$ cat src/rtl/matmat_arbiter.sv
// rtl/matmat_arbiter.sv - round-robin front end sharing one matmat engine between two requesters
module matmat_arbiter #(
    parameter int  DATA_WIDTH  = 32,
    parameter int  BIN_POS     = 16,
    parameter int  MATRIX_SIZE = 2,
    parameter int  TIMEOUT     = 1024,
    localparam int MW          = MATRIX_SIZE * MATRIX_SIZE * DATA_WIDTH
) (
    input  logic            clk,
    input  logic            rst,
    input  logic [1:0]      req_valid,
    output logic [1:0]      req_ready,
    input  logic [2*MW-1:0] req_a,
    input  logic [2*MW-1:0] req_b,
    output logic [1:0]      rsp_valid,
    input  logic [1:0]      rsp_ready,
    output logic [MW-1:0]   rsp_data,
    output logic            rsp_err,
    output logic            eng_rst,
    output logic [MW-1:0]   eng_a,
    output logic [MW-1:0]   eng_b,
    input  logic            eng_complete,
    input  logic [MW-1:0]   eng_mul,
    output logic            busy,
    output logic            grant_id
);

    localparam logic [1:0] S_IDLE  = 2'd0;
    localparam logic [1:0] S_START = 2'd1;
    localparam logic [1:0] S_RUN   = 2'd2;
    localparam logic [1:0] S_RESP  = 2'd3;

    // The watchdog only ever holds 0..TIMEOUT-1; the last RUN cycle is detected by compare.
    localparam int             WW        = (TIMEOUT < 2) ? 1 : $clog2(TIMEOUT);
    localparam logic [WW-1:0]  WDOG_LAST = WW'(TIMEOUT - 1);

    if (TIMEOUT < 1 || BIN_POS < 0 || BIN_POS >= DATA_WIDTH) begin : g_bad_params
        $error("matmat_arbiter: TIMEOUT must be >= 1 and BIN_POS within DATA_WIDTH");
    end

    logic [1:0]    state_q, state_d;
    logic [MW-1:0] eng_a_q, eng_a_d;
    logic [MW-1:0] eng_b_q, eng_b_d;
    logic [MW-1:0] rsp_data_q, rsp_data_d;
    logic          rsp_err_q, rsp_err_d;
    logic          grant_q, grant_d;
    logic [1:0]    start_cnt_q, start_cnt_d;
    logic [WW-1:0] wdog_q, wdog_d;
    logic          grant_sel;

    always_comb begin
        state_d     = state_q;
        eng_a_d     = eng_a_q;
        eng_b_d     = eng_b_q;
        rsp_data_d  = rsp_data_q;
        rsp_err_d   = rsp_err_q;
        grant_d     = grant_q;
        start_cnt_d = start_cnt_q;
        wdog_d      = wdog_q;
        req_ready   = 2'b00;
        rsp_valid   = 2'b00;
        eng_rst     = 1'b1;
        // On a tie the requester that did not own the last job wins.
        grant_sel   = (req_valid == 2'b11) ? ~grant_q : req_valid[1];

        case (state_q)
            S_IDLE: begin
                req_ready = {grant_sel & req_valid[1], ~grant_sel & req_valid[0]};
                if (|req_valid) begin
                    eng_a_d     = grant_sel ? req_a[2*MW-1:MW] : req_a[MW-1:0];
                    eng_b_d     = grant_sel ? req_b[2*MW-1:MW] : req_b[MW-1:0];
                    grant_d     = grant_sel;
                    start_cnt_d = 2'd0;
                    state_d     = S_START;
                end
            end
            S_START: begin
                if (start_cnt_q == 2'd1) begin
                    wdog_d  = '0;
                    state_d = S_RUN;
                end else begin
                    start_cnt_d = start_cnt_q + 2'd1;
                end
            end
            S_RUN: begin
                eng_rst = 1'b0;
                if (eng_complete) begin
                    rsp_data_d = eng_mul;
                    rsp_err_d  = 1'b0;
                    state_d    = S_RESP;
                end else if (wdog_q == WDOG_LAST) begin
                    rsp_data_d = '0;
                    rsp_err_d  = 1'b1;
                    state_d    = S_RESP;
                end else begin
                    wdog_d = wdog_q + WW'(1);
                end
            end
            S_RESP: begin
                rsp_valid = {grant_q, ~grant_q};
                if (rsp_ready[grant_q]) begin
                    state_d = S_IDLE;
                end
            end
            default: state_d = S_IDLE;
        endcase
    end

    always_ff @(posedge clk or negedge rst) begin
        if (!rst) begin
            state_q     <= S_IDLE;
            eng_a_q     <= '0;
            eng_b_q     <= '0;
            rsp_data_q  <= '0;
            rsp_err_q   <= 1'b0;
            grant_q     <= 1'b1;
            start_cnt_q <= 2'd0;
            wdog_q      <= '0;
        end else begin
            state_q     <= state_d;
            eng_a_q     <= eng_a_d;
            eng_b_q     <= eng_b_d;
            rsp_data_q  <= rsp_data_d;
            rsp_err_q   <= rsp_err_d;
            grant_q     <= grant_d;
            start_cnt_q <= start_cnt_d;
            wdog_q      <= wdog_d;
        end
    end

    assign eng_a    = eng_a_q;
    assign eng_b    = eng_b_q;
    assign rsp_data = rsp_data_q;
    assign rsp_err  = rsp_err_q;
    assign busy     = (state_q != S_IDLE);
    assign grant_id = grant_q;

endmodule
$ cat config.mk
export PLATFORM = sky130hd
export DESIGN_NAME = matmat_arbiter
export DESIGN_NICKNAME = d
export VERILOG_FILES = /design/src/rtl/matmat_arbiter.sv
export SDC_FILE = /design/constraint.sdc
export NUM_CORES = 1
export LEC_CHECK = 0
export ABC_AREA = 1
export ABC_CLOCK_PERIOD_IN_PS = 2100
export CAP_MARGIN = 20
export CORE_AREA = 2 2 410 412
export CTS_BUF_LIST = sky130_fd_sc_hd__clkbuf_4
export CTS_CLUSTER_DIAMETER = 120
export CTS_CLUSTER_SIZE = 10
export DETAILED_ROUTE_END_ITERATION = 10
export DIE_AREA = 0 0 412 414
export HOLD_SLACK_MARGIN = 0.06
export PLACE_DENSITY = 0.4
export SLEW_MARGIN = 5
export SYNTH_ARGS = -nofsm -noshare
export SYNTH_HDL_FRONTEND = slang
export SYNTH_SLANG_ARGS = --single-unit
$ cat constraint.sdc
create_clock -name clk -period 2.1 [get_ports clk]
set_input_delay 0.21 -clock clk [delete_from_list [all_inputs] [get_ports clk]]
set_output_delay 0.21 -clock clk [all_outputs]
set_load 0.1 [all_outputs]
Yosys cells after proc, flatten, opt, wreduce, memory -nomap -nowiden
Index checks and enable logic that the tools add are counted.
{"block": "word_totals", "register_bits": 400, "input_bits": 647, "output_inout_bits": 392, "wordCells": 64}
{"block": "classes", "n_addsub": 2, "order_cmp": 1, "eq_ne": 13, "n_mux": 25, "bitwise": 4, "reduce_logical": 11}
{"operator": "$mux 128", "count": 4}
{"operator": "$mux 10", "count": 3}
{"operator": "$pmux 10 s2", "count": 1}
{"operator": "$mux 2", "count": 9}
{"operator": "$ne 2x2->1 const B", "count": 6}
{"operator": "$add 10x1->10 const B", "count": 1}
{"operator": "$eq 10x10->1 const B", "count": 1}
{"operator": "$pmux 2 s4", "count": 1}
{"operator": "$reduce_and 4->1", "count": 2}
{"operator": "$reduce_bool 2->1", "count": 4}
{"operator": "$eq 2x2->1 const B", "count": 3}
{"operator": "$mux 1", "count": 6}
{"operator": "$eq 2x1->1 const B", "count": 2}
{"operator": "$pmux 2 s2", "count": 1}
{"operator": "$reduce_and 2->1", "count": 2}
{"operator": "$ne 3x3->1 const B", "count": 1}
{"operator": "$reduce_and 3->1", "count": 1}
{"operator": "$add 2x1->2 const B", "count": 1}
{"operator": "$and 1x1->1", "count": 2}
{"operator": "$logic_not 2->1", "count": 1}
{"operator": "$lt 1x2->1 const B", "count": 1}
{"operator": "$not 1->1", "count": 2}
{"operator": "$reduce_or 2->1", "count": 1}

Longest topological paths before layout
Gate-level depths: netlist of the first run.
{"block": "logic_depth", "depth_word": 5, "ltp_mapped": 10, "depth_no_buf": 10}

Worst setup path after synthesis of the first run
No wires, ideal clock.
{"block": "synth_path", "path_kind": "reg-to-output", "from": "register grant_q, in the netlist grant_id", "to": "output req_ready[0]", "arrival_time_ns": 3.271, "setup_slack_ns": -1.381, "path_stages_with_launch": 4, "path_cell_list": "dfstp_2 > a21oi_2 > clkbuf_1 > nor3_1"}
{"block": "synth_between", "elab_chain_cells": 5}
{"item": "from (decl)", "line_no": "46", "rtl": "logic grant_q, grant_d;"}
{"item": "from (signal assigned)", "line_no": "125", "rtl": "grant_q <= grant_d;"}
{"item": "$not 1->1", "line_no": "64", "rtl": "grant_sel = (req_valid == 2'b11) ? ~grant_q : req_valid[1];"}
{"item": "$mux 1", "line_no": "64"}
{"item": "$not 1->1", "line_no": "68", "rtl": "req_ready = {grant_sel & req_valid[1], ~grant_sel & req_valid[0]};"}
{"item": "$and 1x1->1", "line_no": "68"}
{"item": "$mux 2", "line_no": "66", "rtl": "case (state_q)"}
{"item": "to (decl)", "line_no": "12", "rtl": "output logic [1:0] req_ready,"}
No other way between the ends.

Worst setup path after layout of the first run
{"block": "layout_path", "from": "register state_q[1]", "to": "output req_ready[0]"}
{"block": "layout_between", "elab_chain_cells": 2}
{"item": "from (decl)", "line_no": "41", "rtl": "logic [1:0] state_q, state_d;"}
{"item": "from (signal assigned)", "line_no": "120", "rtl": "state_q <= state_d;"}
{"item": "$logic_not 2->1", "line_no": "66"}
{"item": "$mux 2", "line_no": "66"}
No other way between the ends.

==> results.md, run 1 <==
- Status: finished, violations left
- Failing checks: setup timing
- Clock slew at reported path FFs: between 0.1 and 0.15 ns
- Syn Nets: 2756
- CTS Buf Count: 46
- Finished layout cell area: just under 40000 µm²
- Tightest Pin Transition: 0.6404 ns
- Place WS: -0.09414 ns
- Synth Flop Type: dfrtp_1
- Area delta synth->final: 119.0%
- Mapped cell area: 17540 µm²
- Yosys Warn Count: 0
- Fin. max-slew vios: 0
- Final #Nets: 4470
- Placer congestion estimate: 0.8979
- Final setup viols: 6
- Worst VDD drop: around 0.0011 V
- Leading area contributor after synthesis: dfrtp_1
- Register bit total from synthesis: 400
- WL per Instance: approximately 19 µm
- Cell Int Power: 24520 µW
- Synth async-reset ratio: 100.0%
- Final WL: 115.1 mm
- Vias per inst: 3.621
- Max-capacitance violation count: 0
- Metal-1 WL: between 40 and 50 mm
- CTS Root Cell: clkbuf_4
- Fill cells: about 18000
- First-pass GRT wire length: 162.0 mm
- Max_slew headroom: 57.31%
- Initial DRT Pass Iterations: 5
- Met2 routed WL: 56.46 mm
- Yosys top cell area share: 56.93%
- Clock share of power: between 6 and 7%
- Largest net degree at the start of global routing: 89
- Synth cell types: 27
- Syn Inst Count: 2103
- Initial drt markers: 1334
- Hold WC Path Type: in -> reg
- Area after DPL: 30310 µm²
- Area contributors post-synth: dfrtp_1 (57%), nand2_1 (12%), o21ai_0 (7.8%)
- Reg power frac: between 20% and 30%
- Switching share of power: 64.02%
- Combinational share of power: just over 70%
- Core region area: 166300 µm²
- Crit. End Element: output port
- Sequential fraction of the synthesis area: 57.08%
- ANT nets after route: 0
- Final worst setup slack: -0.3230 ns
- CTS Sinks: 400
- DRC Markers: 0
- Placed insts: 5295
- Final Core Density: 23.09%
- Dpl hpwl: 85.57 mm
- Tmin final: roughly 2.4 ns
- Number of port buffers: 1038
- Met3 wire len: ~8 mm
- Sw power: ~44000 µW
- Unrepaired setup endpoints after global routing: true
- All-Layer GR Usage: 12.87%
- Die Area: 170600 µm²
- Number of flops mapped to enable cells by yosys: 0
- CTS max path bufs: 3
- Fmax: 412.7 MHz
- CP required: ~1.9 ns
- Setup TNS: -1.147 ns
- Startpoint Class: flip-flop
- # IOs: 1039
- CP max FO: 3
- Data arrival, critical path: about 2.2 ns
- Most common cell in the netlist: nand2_1
- Die W: 412 µm
- Vias: around 22000
- Die height: 414 µm
- Congestion Overflow GR: 0
- Clk Latency, worst-skew pair: 0.97 ns
- Final Hold Fails: 0
- Leakage: between 0.015 and 0.02 µW
- Top Metal Used: met5
- Commonest cells in the netlist: nand2_1 (575), dfrtp_1 (399), o21ai_0 (272)
- Initial antenna violation count: 16
- Synthesized area per cell: ~8.3 µm²
- Critical path class: reg -> out
- Skew final: 0.08198 ns
- PD cells: roughly 1800 nW/µm²
- Rows: 150
- CTS tree: done
- Layout cells sized above 1: 16.73%
- Initial Util: 10.55%
- Number of H-tree levels: 2
- Vias in the first global route: between 20000 and 25000
- Final period util: 115.4%
- Fin cells: 6033
==> worst max-delay path, stage by stage (launching register included) <==
cell,delay (ns)
dfrtp_1,0.42
inv_2,0.08
ha_4,0.22
inv_4,0.05
buf_12,0.14
nor3_4,0.19
buf_12,0.20
==> layer usage <==
metal  GRT usage (%)  vias to the layer above
li1                -                    10320
met1           15.38                    10580
met2           22.25                      765
met3           3.160                      169
met4           4.497                       12
met5               0                        -
==> metrics by stage <==
step	total power, µW	hold WS [ns]
2_1_floorplan	46430	-0.08559
3_3_place_gp	60740	0.09696
3_5_place_dp	60820	0.09954
4_1_cts	68690	0.08240
5_1_grt	71190	0.1918
6_report	68150	0.3071
==> area by class of cell <==
type                    count  area, µm²  share of cell area (%)
repair buffers           1820      18270                   47.56
flip-flops and latches    400      10050                   26.16
multi-input cells        1521       6775                   17.64
well taps                2204       2758                   7.181
clock buffers              46      345.3                  0.8992
inverters                  27      147.6                  0.3845
clock inverters             5      32.53                 0.08471
diodes                      9      22.52                 0.05865
repair inverters            1      8.758                 0.02281
==> power groups by stage <==
stage                     Sequential, µW  Clock (µW)  Combinational [µW]
final                              14600        4180               49400
after global routing               15000        4790               51400
after CTS                          14600        4620               49500
after detailed placement           14400           0               46500
after global placement             14400           0               46300
after floorplan                    39500           0                6950
==> worst paths after layout <==
kind	slack, ns	depth (start not counted)	to	from
hold reg to reg	0.50	2	eng_b[44]	eng_b[44]
setup / recovery	-0.32	6	req_ready[0]	state_q[1]
setup reg to reg	0.04	7	eng_b[92]	grant_id
max in group asynchronous	0.95	5	eng_b[55]	rst
min in group asynchronous	0.37	4	eng_b[66]	rst
hold / removal	0.31	3	eng_a[95]	req_a[95]
==> registers in the layout, summed over array words and instances, names as in the netlist <==
register,cells
grant_id,1
rsp_data,128
wdog_q,10
eng_b,128
eng_a,128
start_cnt_q,2
state_q,2
rsp_err,1
==> repair_timing <==
action                     CTS  global route
hold endpoints to repair   786             0
buffers inserted            18             9
pin swaps                    4             5
gates cloned                 2             4
resized for setup          232            18
setup endpoints to repair  114            63
hold buffers               648             0
==> layout by cell type (no fill, tap or decap), drive strengths merged, types with 29 or more instances in the layout <==
cell type and instances:
dlygate4sd3 647, nand3 139, nand2 576, clkdlybuf4s50 645, buf 525, inv 29
nor2 270, dfrtp 399, o21ai 513, clkbuf 49
==> kinds of logic after synthesis <==
kind of cell	Yosys count	synth area share, %
buffers and inverters	182	4.916
multiplexers	1	0.05708
adder cells (fa/ha/maj)	6	0.4280
AO/OA/AOI/OAI	518	14.85
XOR/XNOR	2	0.09990
AND/OR/NAND/NOR	994	22.57
flip-flops	400	57.08
Power figures use the tool's default switching activity.
==> inputs of run 2 (changes only) <==
--- a/config.mk
+++ b/config.mk
@@ -10,7 +10,7 @@
 export CAP_MARGIN = 20
 export CORE_AREA = 2 2 410 412
 export CTS_BUF_LIST = sky130_fd_sc_hd__clkbuf_4
-export CTS_CLUSTER_DIAMETER = 120
+export CTS_CLUSTER_DIAMETER = 80
 export CTS_CLUSTER_SIZE = 10
 export DETAILED_ROUTE_END_ITERATION = 10
 export DIE_AREA = 0 0 412 414
==> run 2 against run 1 <==
Against the previous run:
- design area increased by 4.5%
- fmax fell by 1.5%
- largest cell class unchanged
- final cell count grew 0.99%
- sequential power barely moved
- clock power rose by 42%
- via count increased by 1.8%
- utilization is 1.0 points higher
- global-route usage rose by 0.16 points
- routed wire length is 4.6% higher
- the flow still finishes with violations (setup timing)
- critical path depth down 1
==> results.md, run 2 (synthesized netlist as in run 1, its figures left out) <==
- CP max FO: 18 (+15)
- Vias: 22240 (+1.8%)
- Final setup viols: 170 (+164)
- Dpl hpwl: 85.57 mm (unchanged)
- Final Hold Fails: 0 (unchanged)
- Die Area: 170600 µm² (unchanged)
- Most frequent cells in the layout: dlygate4sd3_1 (645), clkdlybuf4s50_1 (645), nand2_1 (451), buf_4 (402), dfrtp_1 (371)
- Final period util: 117.1% (+1.7 points)
- CTS max path bufs: 3 (unchanged)
- Worst VDD drop: 0.001083 V (+0.43%)
- Startpoint Class: flip-flop
- Hold WC Path Type: in -> reg
- Area delta synth->final: 128.8%
- Initial Util: 10.55% (unchanged)
- Die height: 414 µm (unchanged)
- Skew final: 0.07369 ns (-0.008284 ns)
- Max-capacitance violation count: 0 (unchanged)
- Initial DRT Pass Iterations: 5 (unchanged)
- CTS Buf Count: 55 (+20%)
- Fmax: 406.7 MHz (-1.5%)
- Final Core Density: 24.13% (+1.0 points)
- Crit-path max cell delay: 0.62 ns (+0.20 ns)
- ANT nets after route: 0 (unchanged)
- Largest net degree at the start of global routing: 89 (unchanged)
- Unrepaired setup endpoints after global routing: true
- Status: finished, violations left
- Final worst setup slack: -0.3588 ns (-0.03572 ns)
- Max_slew headroom: 56.68% (-0.63 points)
- Data arrival, critical path: 2.25 ns (+0.04 ns)
- Vias per inst: 3.649 (+0.79%)
- WL per Instance: 19.77 µm (+3.6%)
- # IOs: 1039 (unchanged)
- Clock slew at reported path FFs: 0.13 ns (about the same)
- Critical-path cell list: a21oi_4 -> buf_4 -> buf_12 -> nor3_4 -> buf_12
- Crit. End Element: output port
- Rows: 150 (unchanged)
- Fill cells: 18170 (-0.80%)
- Final WL: 120.5 mm (+4.6%)
- Critical path class: reg -> out
- CP dominant cell by count: buf_12
- Tmin final: 2.459 ns (+0.03572 ns)
- Final #Nets: 4499 (+0.65%)
- Number of H-tree levels: 2 (unchanged)
- CTS tree: done
- Area occupied by registers: 10050 µm² (about the same)
- Number of port buffers: 1038 (unchanged)
- CTS Sinks: 400 (unchanged)
- Congestion Overflow GR: 0 (unchanged)
- Reg2reg setup slack: -0.13 ns (-0.17 ns)
- Layout cells sized above 1: 23.31% (+6.6 points)
- First-pass GRT wire length: 164.7 mm (+1.7%)
- Placer congestion estimate: 0.8979 (unchanged)
- CP required: 1.89 ns (about the same)
- Hold Slack: 0.3341 ns (+0.02707 ns)
- Fin. max-slew vios: 0 (unchanged)
- Vias in the first global route: 23130 (+0.11%)
- DRC Markers: 0 (unchanged)
- Setup TNS: -8.025 ns (-6.878 ns)
- Total power: 72680 µW (+6.6%)
- Area of the multi-input gates: 7699 µm² (+14%)
- PD cells: 1811 nW/µm² (+2.1%)
- Die W: 412 µm (unchanged)
- Crit-path slowest cell: dfstp_2
- Initial antenna violation count: 16 (unchanged)
- All-Layer GR Usage: 13.03% (+0.16 points)
- Leakage: 0.01748 µW (+4.8%)
- Core region area: 166300 µm² (unchanged)
- Initial drt markers: 1247 (-6.5%)
- Failing checks: setup timing
- Tightest Pin Transition: 0.6497 ns (+0.009378 ns)
- CTS Root Cell: clkbuf_4
- Clk Latency, worst-skew pair: 0.96 ns (about the same)
-- run 2: changes by cell type in the layout (fill, tap and decap cells not counted), moves of 18 or more --
cell / change
buf_4: +33
clkbuf_16: +18
o21ai_1: -62
nand2_2: +65
nand2_1: -123
clkbuf_4: +20
o21ai_0: -24
o21ai_2: +85
nand2_4: +58
-- run 2: repair_timing --
| action | 4_1_cts | 5_1_grt |
|---|---|---|
| hold buffers | 646 | 0 |
| setup buffers | 13 | 14 |
| endpoints found under the hold margin | 786 | 0 |
| endpoints found under the setup margin | 107 | 83 |
| cloned | 6 | 24 |
| resized for setup | 128 | 343 |
| pin swaps | 5 | 7 |
-- run 2: power by group --
group / internal, µW / leakage (µW) / switching (µW) / total, µW
sequential: 11500 / 0.00490 / 3360 / 14800
clock: 2500 / 0.000463 / 3450 / 5950
combinational: 13200 / 0.0121 / 38700 / 51900
-- run 2: metrics by stage --
stage	area, µm²	cells	setup WS, ns
after floorplan	17560	2103	-0.1292
after detailed placement	30310	5295	-0.09414
after CTS	38270	6048	-0.6344
after global placement	30310	5295	-0.09855
final	40130	6093	-0.3588
after global routing	40120	6089	-0.5724
-- run 2: layer usage --
layer | part of all wire [%] | up-vias | routed length [µm] | track usage, %
met5 | 0.039 | - | 47 | 0
li1 | - | 10430 | - | -
met1 | 41 | 10930 | 49220 | 15.70
met3 | 6.4 | 128 | 7729 | 2.955
met2 | 51 | 745 | 60900 | 23.16
met4 | 2.1 | 6 | 2556 | 3.266
-- run 2: critical path: cells and delay by family, from the launching register on --
| kind | cells | cell delay [ns] |
|---|---|---|
| AO/OA/AOI/OAI | 1 | 0.08 |
| flip-flops | 1 | 0.62 |
| buffers and inverters | 3 | 0.50 |
| AND/OR/NAND/NOR | 1 | 0.15 |
-- run 2: worst paths after layout --
path | start | endpoint | cells past startpoint
worst max-delay path | grant_id | req_ready[0] | 5
worst min-delay path | eng_mul[23] | rsp_data[23] | 4
worst max register to register | state_q[0] | eng_b[36] | 13
worst min register to register | start_cnt_q[0] | start_cnt_q[0] | 1
max in group asynchronous | rst | eng_a[10] | 5
min in group asynchronous | rst | rsp_data[33] | 4
-- run 2: area by class of cell --
cell class,count,area share (%)
tap,2204,6.872
sequential,400,25.04
antenna,11,0.06860
clock inverter,23,0.8356
timing repair buffer,1839,46.31
inverter,27,0.4085
timing repair inverter,2,0.04989
multi-input combinational,1521,19.19
clock buffer,66,1.235
